==> src/rtl/minmax_pkg.sv <==
// Shared types and default widths for the min/max block scanner.
package minmax_pkg;

  localparam int MM_N  = 32;
  localparam int MM_CW = 16;

  typedef enum logic [2:0] {
    IDLE,
    ACCEPT,
    CMP_MIN,
    CMP_MAX,
    DONE
  } state_t;

endpackage

==> src/rtl/minmax_scanner_if.sv <==
// Handshake and result bundle of minmax_scanner; index signals exist only
// when MINMAX_INDEX_EN is defined.
interface minmax_scanner_if;
  import minmax_pkg::*;

  logic                    start;
  logic [MM_CW-1:0]        count;
  logic signed [MM_N-1:0]  in_data;
  logic                    in_valid;
  logic                    in_ready;
  logic                    busy;
  logic                    done;
  logic signed [MM_N-1:0]  min_val;
  logic signed [MM_N-1:0]  max_val;
`ifdef MINMAX_INDEX_EN
  logic [MM_CW-1:0]        min_idx;
  logic [MM_CW-1:0]        max_idx;
`endif

`ifdef MINMAX_INDEX_EN
  modport master (output start, count, in_data, in_valid,
                  input  in_ready, busy, done, min_val, max_val, min_idx, max_idx);
  modport slave  (input  start, count, in_data, in_valid,
                  output in_ready, busy, done, min_val, max_val, min_idx, max_idx);
`else
  modport master (output start, count, in_data, in_valid,
                  input  in_ready, busy, done, min_val, max_val);
  modport slave  (input  start, count, in_data, in_valid,
                  output in_ready, busy, done, min_val, max_val);
`endif

endinterface

==> src/rtl/minmax_scanner_slt.sv <==
// Signed less-than: lt = (a < b) treating both operands as two's complement.
module slt #(
  parameter int N = 32
) (
  input  logic [N-1:0] a,
  input  logic [N-1:0] b,
  output logic         lt
);

  // Sign-extending by one bit makes the difference immune to overflow.
  logic [N:0] diff;

  assign diff = {a[N-1], a} - {b[N-1], b};
  assign lt   = diff[N];

endmodule

==> src/rtl/minmax_scanner.sv <==
// Streams a block of signed words and reports its min/max using one shared
// comparator (two compare phases per element). MINMAX_INDEX_EN adds indices.
module minmax_scanner
  import minmax_pkg::*;
(
  input  logic              clk,
  input  logic              rst,
  minmax_scanner_if.slave   bus
);

  localparam logic [MM_CW-1:0] CNT_ONE = MM_CW'(1);

  state_t                  state_reg, state_next;
  logic [MM_CW-1:0]        remaining_reg, remaining_next;
  logic                    first_reg, first_next;
  logic signed [MM_N-1:0]  sample_reg, sample_next;
  logic signed [MM_N-1:0]  min_reg, min_next;
  logic signed [MM_N-1:0]  max_reg, max_next;
`ifdef MINMAX_INDEX_EN
  logic [MM_CW-1:0]        idx_reg, idx_next;
  logic [MM_CW-1:0]        min_idx_reg, min_idx_next;
  logic [MM_CW-1:0]        max_idx_reg, max_idx_next;
`endif

  logic [MM_N-1:0] cmp_a, cmp_b;
  logic            cmp_lt;

  // CMP_MAX asks "max < sample"; every other state asks "sample < min".
  assign cmp_a = (state_reg == CMP_MAX) ? max_reg    : sample_reg;
  assign cmp_b = (state_reg == CMP_MAX) ? sample_reg : min_reg;

  slt #(.N(MM_N)) u_slt (.a(cmp_a), .b(cmp_b), .lt(cmp_lt));

  always_ff @(posedge clk or posedge rst) begin
    if (rst) begin
      state_reg     <= IDLE;
      remaining_reg <= '0;
      first_reg     <= 1'b0;
      sample_reg    <= '0;
      min_reg       <= '0;
      max_reg       <= '0;
`ifdef MINMAX_INDEX_EN
      idx_reg       <= '0;
      min_idx_reg   <= '0;
      max_idx_reg   <= '0;
`endif
    end else begin
      state_reg     <= state_next;
      remaining_reg <= remaining_next;
      first_reg     <= first_next;
      sample_reg    <= sample_next;
      min_reg       <= min_next;
      max_reg       <= max_next;
`ifdef MINMAX_INDEX_EN
      idx_reg       <= idx_next;
      min_idx_reg   <= min_idx_next;
      max_idx_reg   <= max_idx_next;
`endif
    end
  end

  always_comb begin
    state_next     = state_reg;
    remaining_next = remaining_reg;
    first_next     = first_reg;
    sample_next    = sample_reg;
    min_next       = min_reg;
    max_next       = max_reg;
`ifdef MINMAX_INDEX_EN
    idx_next       = idx_reg;
    min_idx_next   = min_idx_reg;
    max_idx_next   = max_idx_reg;
`endif

    case (state_reg)
      IDLE: begin
        if (bus.start) begin
          min_next = '0;
          max_next = '0;
`ifdef MINMAX_INDEX_EN
          idx_next     = '0;
          min_idx_next = '0;
          max_idx_next = '0;
`endif
          if (bus.count != '0) begin
            remaining_next = bus.count;
            first_next     = 1'b1;
            state_next     = ACCEPT;
          end else begin
            state_next = DONE;
          end
        end
      end
      ACCEPT: begin
        if (bus.in_valid) begin
          sample_next = bus.in_data;
          if (first_reg) begin
            // The first element seeds both extrema without a compare pass.
            min_next       = bus.in_data;
            max_next       = bus.in_data;
            first_next     = 1'b0;
            remaining_next = remaining_reg - CNT_ONE;
`ifdef MINMAX_INDEX_EN
            min_idx_next = '0;
            max_idx_next = '0;
            idx_next     = idx_reg + CNT_ONE;
`endif
            state_next = (remaining_reg == CNT_ONE) ? DONE : ACCEPT;
          end else begin
            state_next = CMP_MIN;
          end
        end
      end
      CMP_MIN: begin
        if (cmp_lt) begin
          min_next = sample_reg;
`ifdef MINMAX_INDEX_EN
          min_idx_next = idx_reg;
`endif
        end
        state_next = CMP_MAX;
      end
      CMP_MAX: begin
        if (cmp_lt) begin
          max_next = sample_reg;
`ifdef MINMAX_INDEX_EN
          max_idx_next = idx_reg;
`endif
        end
        remaining_next = remaining_reg - CNT_ONE;
`ifdef MINMAX_INDEX_EN
        idx_next = idx_reg + CNT_ONE;
`endif
        state_next = (remaining_reg == CNT_ONE) ? DONE : ACCEPT;
      end
      DONE:    state_next = IDLE;
      default: state_next = IDLE;
    endcase
  end

  assign bus.in_ready = (state_reg == ACCEPT);
  assign bus.busy     = (state_reg != IDLE);
  assign bus.done     = (state_reg == DONE);
  assign bus.min_val  = min_reg;
  assign bus.max_val  = max_reg;
`ifdef MINMAX_INDEX_EN
  assign bus.min_idx  = min_idx_reg;
  assign bus.max_idx  = max_idx_reg;
`endif

endmodule

==> src/flat_wrapper.sv <==
// flat-port wrapper written by rule: the top's interface ports become plain ports
module minmax_scanner_flat import minmax_pkg::*;
  (clk, rst, bus_start, bus_count, bus_in_data, bus_in_valid, bus_in_ready, bus_busy, bus_done, bus_min_val, bus_max_val);
  minmax_scanner_if bus_i ();
  input  logic clk;
  input  logic rst;
  input wire logic [$bits(bus_i.start)-1:0] bus_start;
  input wire logic [$bits(bus_i.count)-1:0] bus_count;
  input wire logic [$bits(bus_i.in_data)-1:0] bus_in_data;
  input wire logic [$bits(bus_i.in_valid)-1:0] bus_in_valid;
  output wire logic [$bits(bus_i.in_ready)-1:0] bus_in_ready;
  output wire logic [$bits(bus_i.busy)-1:0] bus_busy;
  output wire logic [$bits(bus_i.done)-1:0] bus_done;
  output wire logic [$bits(bus_i.min_val)-1:0] bus_min_val;
  output wire logic [$bits(bus_i.max_val)-1:0] bus_max_val;
  assign bus_i.start = bus_start;
  assign bus_i.count = bus_count;
  assign bus_i.in_data = bus_in_data;
  assign bus_i.in_valid = bus_in_valid;
  assign bus_in_ready = bus_i.in_ready;
  assign bus_busy = bus_i.busy;
  assign bus_done = bus_i.done;
  assign bus_min_val = bus_i.min_val;
  assign bus_max_val = bus_i.max_val;
  minmax_scanner u_core (.clk(clk), .rst(rst), .bus(bus_i));
endmodule
==> config.mk <==
export PLATFORM = sky130hd
export DESIGN_NAME = minmax_scanner_flat
export DESIGN_NICKNAME = d
export VERILOG_FILES = /design/src/rtl/minmax_pkg.sv /design/src/rtl/minmax_scanner_if.sv /design/src/rtl/minmax_scanner_slt.sv /design/src/rtl/minmax_scanner.sv /design/src/flat_wrapper.sv
export SDC_FILE = /design/constraint.sdc
export NUM_CORES = 1
export LEC_CHECK = 0
export CAP_MARGIN = 40
export CORE_ASPECT_RATIO = 0.5
export CORE_UTILIZATION = 55
export CTS_CLUSTER_SIZE = 16
export DETAILED_ROUTE_END_ITERATION = 12
export PLACE_DENSITY = 0.86
export SLEW_MARGIN = 20
export SYNTH_ARGS = -nofsm -noshare
export SYNTH_HDL_FRONTEND = slang
export SYNTH_HIERARCHICAL = 1
export SYNTH_SLANG_ARGS = --single-unit
==> constraint.sdc <==
create_clock -name clk -period 7.75 [get_ports clk]
set_input_delay 0.775 -clock clk [delete_from_list [all_inputs] [get_ports clk]]
set_output_delay 0.775 -clock clk [all_outputs]
set_load 0.02 [all_outputs]
==> impl_metrics.tcl, run 1 <==
set metrics [dict create \
    grt_overflow 0 \
    status "complete, no violations" \
    cts_hold_buf 0 \
    async_flop_share 1.000 \
    rr_endpoint "u_core/bus.min_val[9]$_DFFE_PP0P_" \
    ys_ff_latch 116 \
    vias_per_cell 5.907 \
    grt_pass1_wl_mm 29.59 \
    cts_buffers 17 \
    synthToLayoutAreaGrowth_pct 27.49 \
    vias 6580 \
    antenna_found_initial 0 \
    io_buffers 118 \
    hpwl_mm 12.21 \
    gp_congestion 0.8587 \
    crit_chain "nand2b_1 > or2_2 > buf_4 > nand2_1 > nand2_1 > inv_1 > ha_1 > nand4_1 > nor4_1 > a211oi_1 > o2111ai_1 > o22ai_1 > nor2_1 > a211o_2 > buf_16 > nand2_1 > o21ai_0" \
    layout-drive-gt1-share 0.09484 \
    clockBufferDepth 2 \
    cpMostUsedCell "nand2_1" \
    ir_worst_vdd_v 0.0002287 \
    cts.sinks 116 \
    fin_nets 1022 \
    layout_common_cells "nand2_1, clkdlybuf4s50_1, dfrtp_1" \
    drc_errors 0 \
    wl_met3_mm 1.388 \
    ctsHtreeMaxLevel 4 \
    ant_nets 0 \
    cp-start-kind "flip-flop" \
    relSlewSlack 0.4654 \
    path_max_fanout 51 \
    synth_enable_flop_cells 0 \
    final_cells 1114 \
    ys_types 51 \
    postCtsSetupRepairBufs 0 \
    post-route-period-util 0.6165 \
    critical_path_required_ns 8.08 \
    hold_violations 0 \
    grt_util_all_layers 0.2926 \
    fin_setup_tns_ns 0 \
    ff2ff_path_depth 17 \
    crit_path_top_delay_cell "nor4_1" \
    wl_per_cell_um 16.61 \
    synth_cells 842 \
    fin_ws_ns 2.972 \
    rsz0062_at_grt "false" \
    min_path_cells 2 \
    clk_pin_slew_worst_paths_ns 0.05 \
    synth_area_per_cell_um2 8.099 \
    arrival_ns 5.11 \
    final_common_cell "nand2_1" \
    p_leak_nw 3.834 \
    maxSlewViolCount 0 \
    r2r_slack_ns 2.97 \
    root_buffer "clkbuf_16" \
    critical-path-top-delay-family "simple AND/OR/NAND/NOR gates" \
    pin_count 119 \
    slowest_delay_ns 0.56 \
    drt-pass1-iter-count 6 \
    cts_resized 0 \
    first_iter_violations 587 \
    wirelength_met1_mm 7.854 \
    timing.critical_path.buf_inv 3 \
    whs_endpoint "u_core/remaining_reg[15]$_DFFE_PP0P_" \
    synth.cell_area_mm2 0.006819 \
    wl_met2_mm 8.814 \
    worstSetupEndpointType "flip-flop" \
    grt_max_degree 66 \
    fp.dieH_um 80.74 \
    tightest_slew_ns 0.7999 \
    fmax_mhz 209.3 \
    holdWs_ns 0.5076 \
    crit_type "reg2reg" \
    drv_cap 0 \
    power.total_mw 4.323 \
    dieArea_mm2 0.01287 \
    totalWireLength_mm 18.51 \
    min_from "u_core/remaining_reg[15]$_DFFE_PP0P_" \
    grt_pass1_vias 6081 \
    timing.rr.start "u_core/state_reg[2]$_DFFE_PP0P_" \
    start_util 0.5708 \
    ys.flop_type "dfrtp_1" \
    cts_tree "yes" \
    setup_viol 0 \
    finClkSkew_ns 0.007327 \
    place_inst 1081 \
    hp-class "reg2reg" \
    num_rows 28 \
    die_x_um 159.5 \
    core_mm2 0.01195 \
    seq_area_frac_synth 0.4257 \
    antennaDiodeCount 0 \
    insertion_delay_ns 0.42 \
    power.density_mw_per_mm2 497.3 \
    dr.max_layer_used "met4" \
    synth.net_count 927 \
    layout_min_cycle_time_ns 4.778 \
    post-place-ws_ns 3.169 \
    ys_warn_count 6 \
]
-- kinds of logic (layout without fill, tap and decap cells) --
kind of cell | Yosys count | after routing | share of synthesized area
buf+inv | 94 | 201 | 0.05890
fa+ha+maj | 33 | 33 | 0.06055
flops | 116 | 116 | 0.4257
simple gates | 377 | 377 | 0.2273
mux | 33 | 33 | 0.05450
compound gates | 189 | 189 | 0.1730
-- cell type report --
type	instances	area, um^2
inverters	40	152.6
well taps	165	206.4
fillers	881	3253
clock inverters	9	102.6
clock buffers	22	484.2
flip-flops and latches	116	2903
multi-input cells	632	3527
repair buffers	130	1318
-- cells in the mapped netlist, types with 4 or more instances --
master,n,share of area
a21oi_1,31,0.023
a22oi_1,37,0.041
a31oi_1,34,0.031
buf_1,6,0.0033
buf_2,21,0.015
clkbuf_1,23,0.013
dfrtp_1,116,0.43
ha_1,33,0.061
inv_1,40,0.022
mux2_2,33,0.054
nand2_1,276,0.15
nand2b_1,5,0.0046
nand3_1,5,0.0037
nand4_1,5,0.0046
nor2_1,54,0.030
nor3_1,6,0.0044
nor4_1,9,0.0083
o21ai_0,54,0.040
o21ai_1,4,0.0029
o22ai_1,5,0.0046
-- worst max path at each step --
stage | slack (ns) | endpoint | from | cells after the start
detailed placement | 3.17 | u_core/bus.min_val[14]$_DFFE_PP0P_ | u_core/state_reg[2]$_DFFE_PP0P_ | 16
finish | 2.97 | u_core/bus.min_val[9]$_DFFE_PP0P_ | u_core/state_reg[2]$_DFFE_PP0P_ | 17
global placement | 3.16 | u_core/bus.min_val[28]$_DFFE_PP0P_ | u_core/state_reg[2]$_DFFE_PP0P_ | 15
CTS | 3.10 | u_core/bus.min_val[9]$_DFFE_PP0P_ | u_core/state_reg[2]$_DFFE_PP0P_ | 17
global route | 2.66 | u_core/bus.min_val[11]$_DFFE_PP0P_ | u_core/state_reg[2]$_DFFE_PP0P_ | 17
floorplan | 3.90 | u_core/bus.max_val[0]$_DFFE_PP0P_ | rst | 1
-- per-layer routing --
metal  GRT usage  vias up
met5           0        -
met4      0.1356        0
met3     0.07048       49
met2      0.4825      310
met1      0.3717     3136
li1            -     3085
-- worst reg2reg max path, stage by stage (launching register included) --
cell       delay (ns)
dfrtp_1          0.49
nand2b_1         0.27
or2_2            0.34
buf_4            0.52
nand2_1          0.17
nand2_1          0.11
inv_1            0.07
ha_1             0.34
nand4_1          0.13
nor4_1           0.56
a211oi_1         0.26
o2111ai_1        0.20
o22ai_1          0.14
nor2_1           0.12
a211o_2          0.53
buf_16           0.24
nand2_1          0.09
o21ai_0          0.08
-- where the power goes --
| part | switching (mW) | internal (mW) | leakage [nW] |
|---|---|---|---|
| registers | 0.277 | 0.900 | 1.42 |
| logic | 1.39 | 0.978 | 2.13 |
| clock network | 0.281 | 0.502 | 0.284 |
-- stage by stage --
stage          area [um^2]    util
6_report              8693  0.7277
5_1_grt               8693  0.7277
4_1_cts               8662  0.7251
3_5_place_dp          8075  0.6760
3_3_place_gp          8023  0.6716
2_1_floorplan         6819       -
Power figures use the tool's default switching activity.
==> inputs of run 2 (changes only) <==
- CORE_UTILIZATION: 55 -> 49
- PLACE_DENSITY: 0.86 -> 0.81
- clock period: 7.75 -> 4 ns (I/O delays scaled with it)
==> run 2 against run 1 <==
Net effect: critical path depth fell by 1; die area increased by 12%; final cell count rose by 3.2%; total power grew 96%; hold slack lost 0.31 ns; utilization is 7.5 points lower; non-clock buffer count increased by 8.
==> impl_metrics.tcl, run 2 (synthesized netlist as in run 1, its figures left out) <==
set metrics [dict create \
    holdWs_ns 0.1988 \
    maxSlewViolCount 0 \
    fp.dieH_um 85.42 \
    hp-class "in2async" \
    ff_latch_area_mm2 0.002904 \
    layout_min_cycle_time_ns 3.841 \
    num_rows 30 \
    die_x_um 168.8 \
    p_leak_nw 3.891 \
    grt_util_all_layers 0.2745 \
    drt-pass1-iter-count 6 \
    place_inst 1116 \
    post-route-period-util 0.9603 \
    vias_per_cell 5.703 \
    antennaDiodeCount 0 \
    crit_type "reg2reg" \
    wl_per_cell_um 16.59 \
    final_common_cell "nand2_1" \
    cts_buffers 17 \
    slowest_delay_ns 0.43 \
    core_mm2 0.01355 \
    grt_overflow 0 \
    postCtsSetupRepairBufs 0 \
    totalWireLength_mm 19.08 \
    path_max_fanout 52 \
    r2r_slack_ns 0.16 \
    io_buffers 118 \
    rsz0062_at_grt "false" \
    grt_max_degree 66 \
    dieArea_mm2 0.01442 \
    status "complete, no violations" \
    final_cells 1150 \
    antenna_found_initial 0 \
    drc_errors 0 \
    pin_count 119 \
    cts_resized 0 \
    ant_nets 0 \
    hold_violations 0 \
    cp-start-kind "flip-flop" \
    setup_viol 0 \
    cts.sinks 116 \
    worstSetupEndpointType "flip-flop" \
    n_fill_cell 1135 \
    fin_nets 1030 \
    synthToLayoutAreaGrowth_pct 29.72 \
    grt_pass1_wl_mm 31.15 \
    layout_common_cells "nand2_1, clkdlybuf4s50_1, dfrtp_1" \
    multi_input_area_mm2 0.003540 \
    hpwl_mm 12.31 \
    clk_pin_slew_worst_paths_ns 0.05 \
    cts_tree "yes" \
    layout-drive-gt1-share 0.1075 \
    grt_pass1_vias 6421 \
    critical-path-top-delay-family "compound AO/OA/AOI/OAI gates" \
    root_buffer "clkbuf_16" \
    relSlewSlack 0.5102 \
    fin_setup_tns_ns 0 \
    arrival_ns 4.12 \
    finClkSkew_ns 0.01019 \
    first_iter_violations 599 \
    gp_congestion 0.8763 \
    crit_chain "nand2b_1 > or2_2 > buf_12 > nand2_1 > nand2_1 > ha_1 > a21oi_1 > o21ai_0 > a221oi_1 > o2111ai_1 > o22ai_1 > nor2_1 > a211o_2 > buf_12 > nand2_1 > o21ai_0" \
    ctsHtreeMaxLevel 4 \
    start_util 0.5032 \
    tightest_slew_ns 0.7348 \
    vias 6559 \
    crit_path_top_delay_cell "a211o_2" \
    cts_hold_buf 0 \
    power.density_mw_per_mm2 957.1 \
    cpMostUsedCell "nand2_1" \
    critical_path_required_ns 4.28 \
    drv_cap 0 \
    clockBufferDepth 2 \
    fmax_mhz 260.3 \
    insertion_delay_ns 0.41 \
    ir_worst_vdd_v 0.0004987 \
    timing.critical_path.buf_inv 2 \
]
==> run 2: cell types whose count changed in the layout (fill, tap and decap cells not counted), sizes merged <==
cell,change
bufinv,+1
clkbuf,-3
buf,+8
clkinv,+3
==> run 2: per-layer routing <==
| metal | track usage | routed length (um) | up-vias |
|---|---|---|---|
| met5 | 0 | 0 | - |
| met4 | 0.1050 | 320 | 0 |
| met3 | 0.06063 | 1295 | 33 |
| met2 | 0.4733 | 9411 | 259 |
| met1 | 0.3391 | 8054 | 3154 |
| li1 | - | - | 3113 |
==> run 2: final timing paths <==
check | cells past startpoint | to | startpoint
worst max register to register | 16 | u_core/bus.min_val[15]$_DFFE_PP0P_ | u_core/state_reg[2]$_DFFE_PP0P_
worst max-delay path | 16 | u_core/bus.min_val[15]$_DFFE_PP0P_ | u_core/state_reg[2]$_DFFE_PP0P_
min in group clk | 2 | u_core/bus.min_val[21]$_DFFE_PP0P_ | u_core/bus.min_val[21]$_DFFE_PP0P_
worst min-delay path | 2 | u_core/remaining_reg[6]$_DFFE_PP0P_ | rst
worst min register to register | 2 | u_core/bus.min_val[21]$_DFFE_PP0P_ | u_core/bus.min_val[21]$_DFFE_PP0P_
max in group asynchronous | 4 | u_core/state_reg[1]$_DFFE_PP0P_ | rst
==> run 2: metrics by stage <==
step | power, mW | util | setup slack (ns) | cell area [um^2]
floorplan | 5.251 | - | 0.5276 | 6819
global placement | 6.525 | 0.6015 | 0.4179 | 8150
detailed placement | 6.735 | 0.6043 | 0.3137 | 8189
CTS | 8.385 | 0.6488 | 0.1155 | 8791
global route | 9.060 | 0.6528 | 0.03238 | 8846
finish | 8.466 | 0.6528 | 0.1589 | 8846
==> run 2: worst reg2reg max path, cell delays in order, from the launching register on <==
cell       delay, ns
dfrtp_1         0.38
nand2b_1        0.27
or2_2           0.37
buf_12          0.20
nand2_1         0.12
nand2_1         0.06
ha_1            0.31
a21oi_1         0.15
o21ai_0         0.11
a221oi_1        0.35
o2111ai_1       0.17
o22ai_1         0.25
nor2_1          0.10
a211o_2         0.43
buf_12          0.23
nand2_1         0.12
o21ai_0         0.09
==> run 2: area by class of cell <==
cell class / count / area share
clock inverters: 13 / 0.01796
well taps: 192 / 0.02716
multi-input cells: 632 / 0.4001
flip-flops and latches: 116 / 0.3283
inverters: 40 / 0.01726
repair buffers: 138 / 0.1591
clock buffers: 19 / 0.05007
==> run 2: power by group <==
group	switching, mW	internal [mW]	leakage [nW]
Combinational	2.71	1.93	2.18
Clock	0.555	0.993	0.289
Sequential	0.541	1.74	1.42
Total	3.80	4.66	3.89
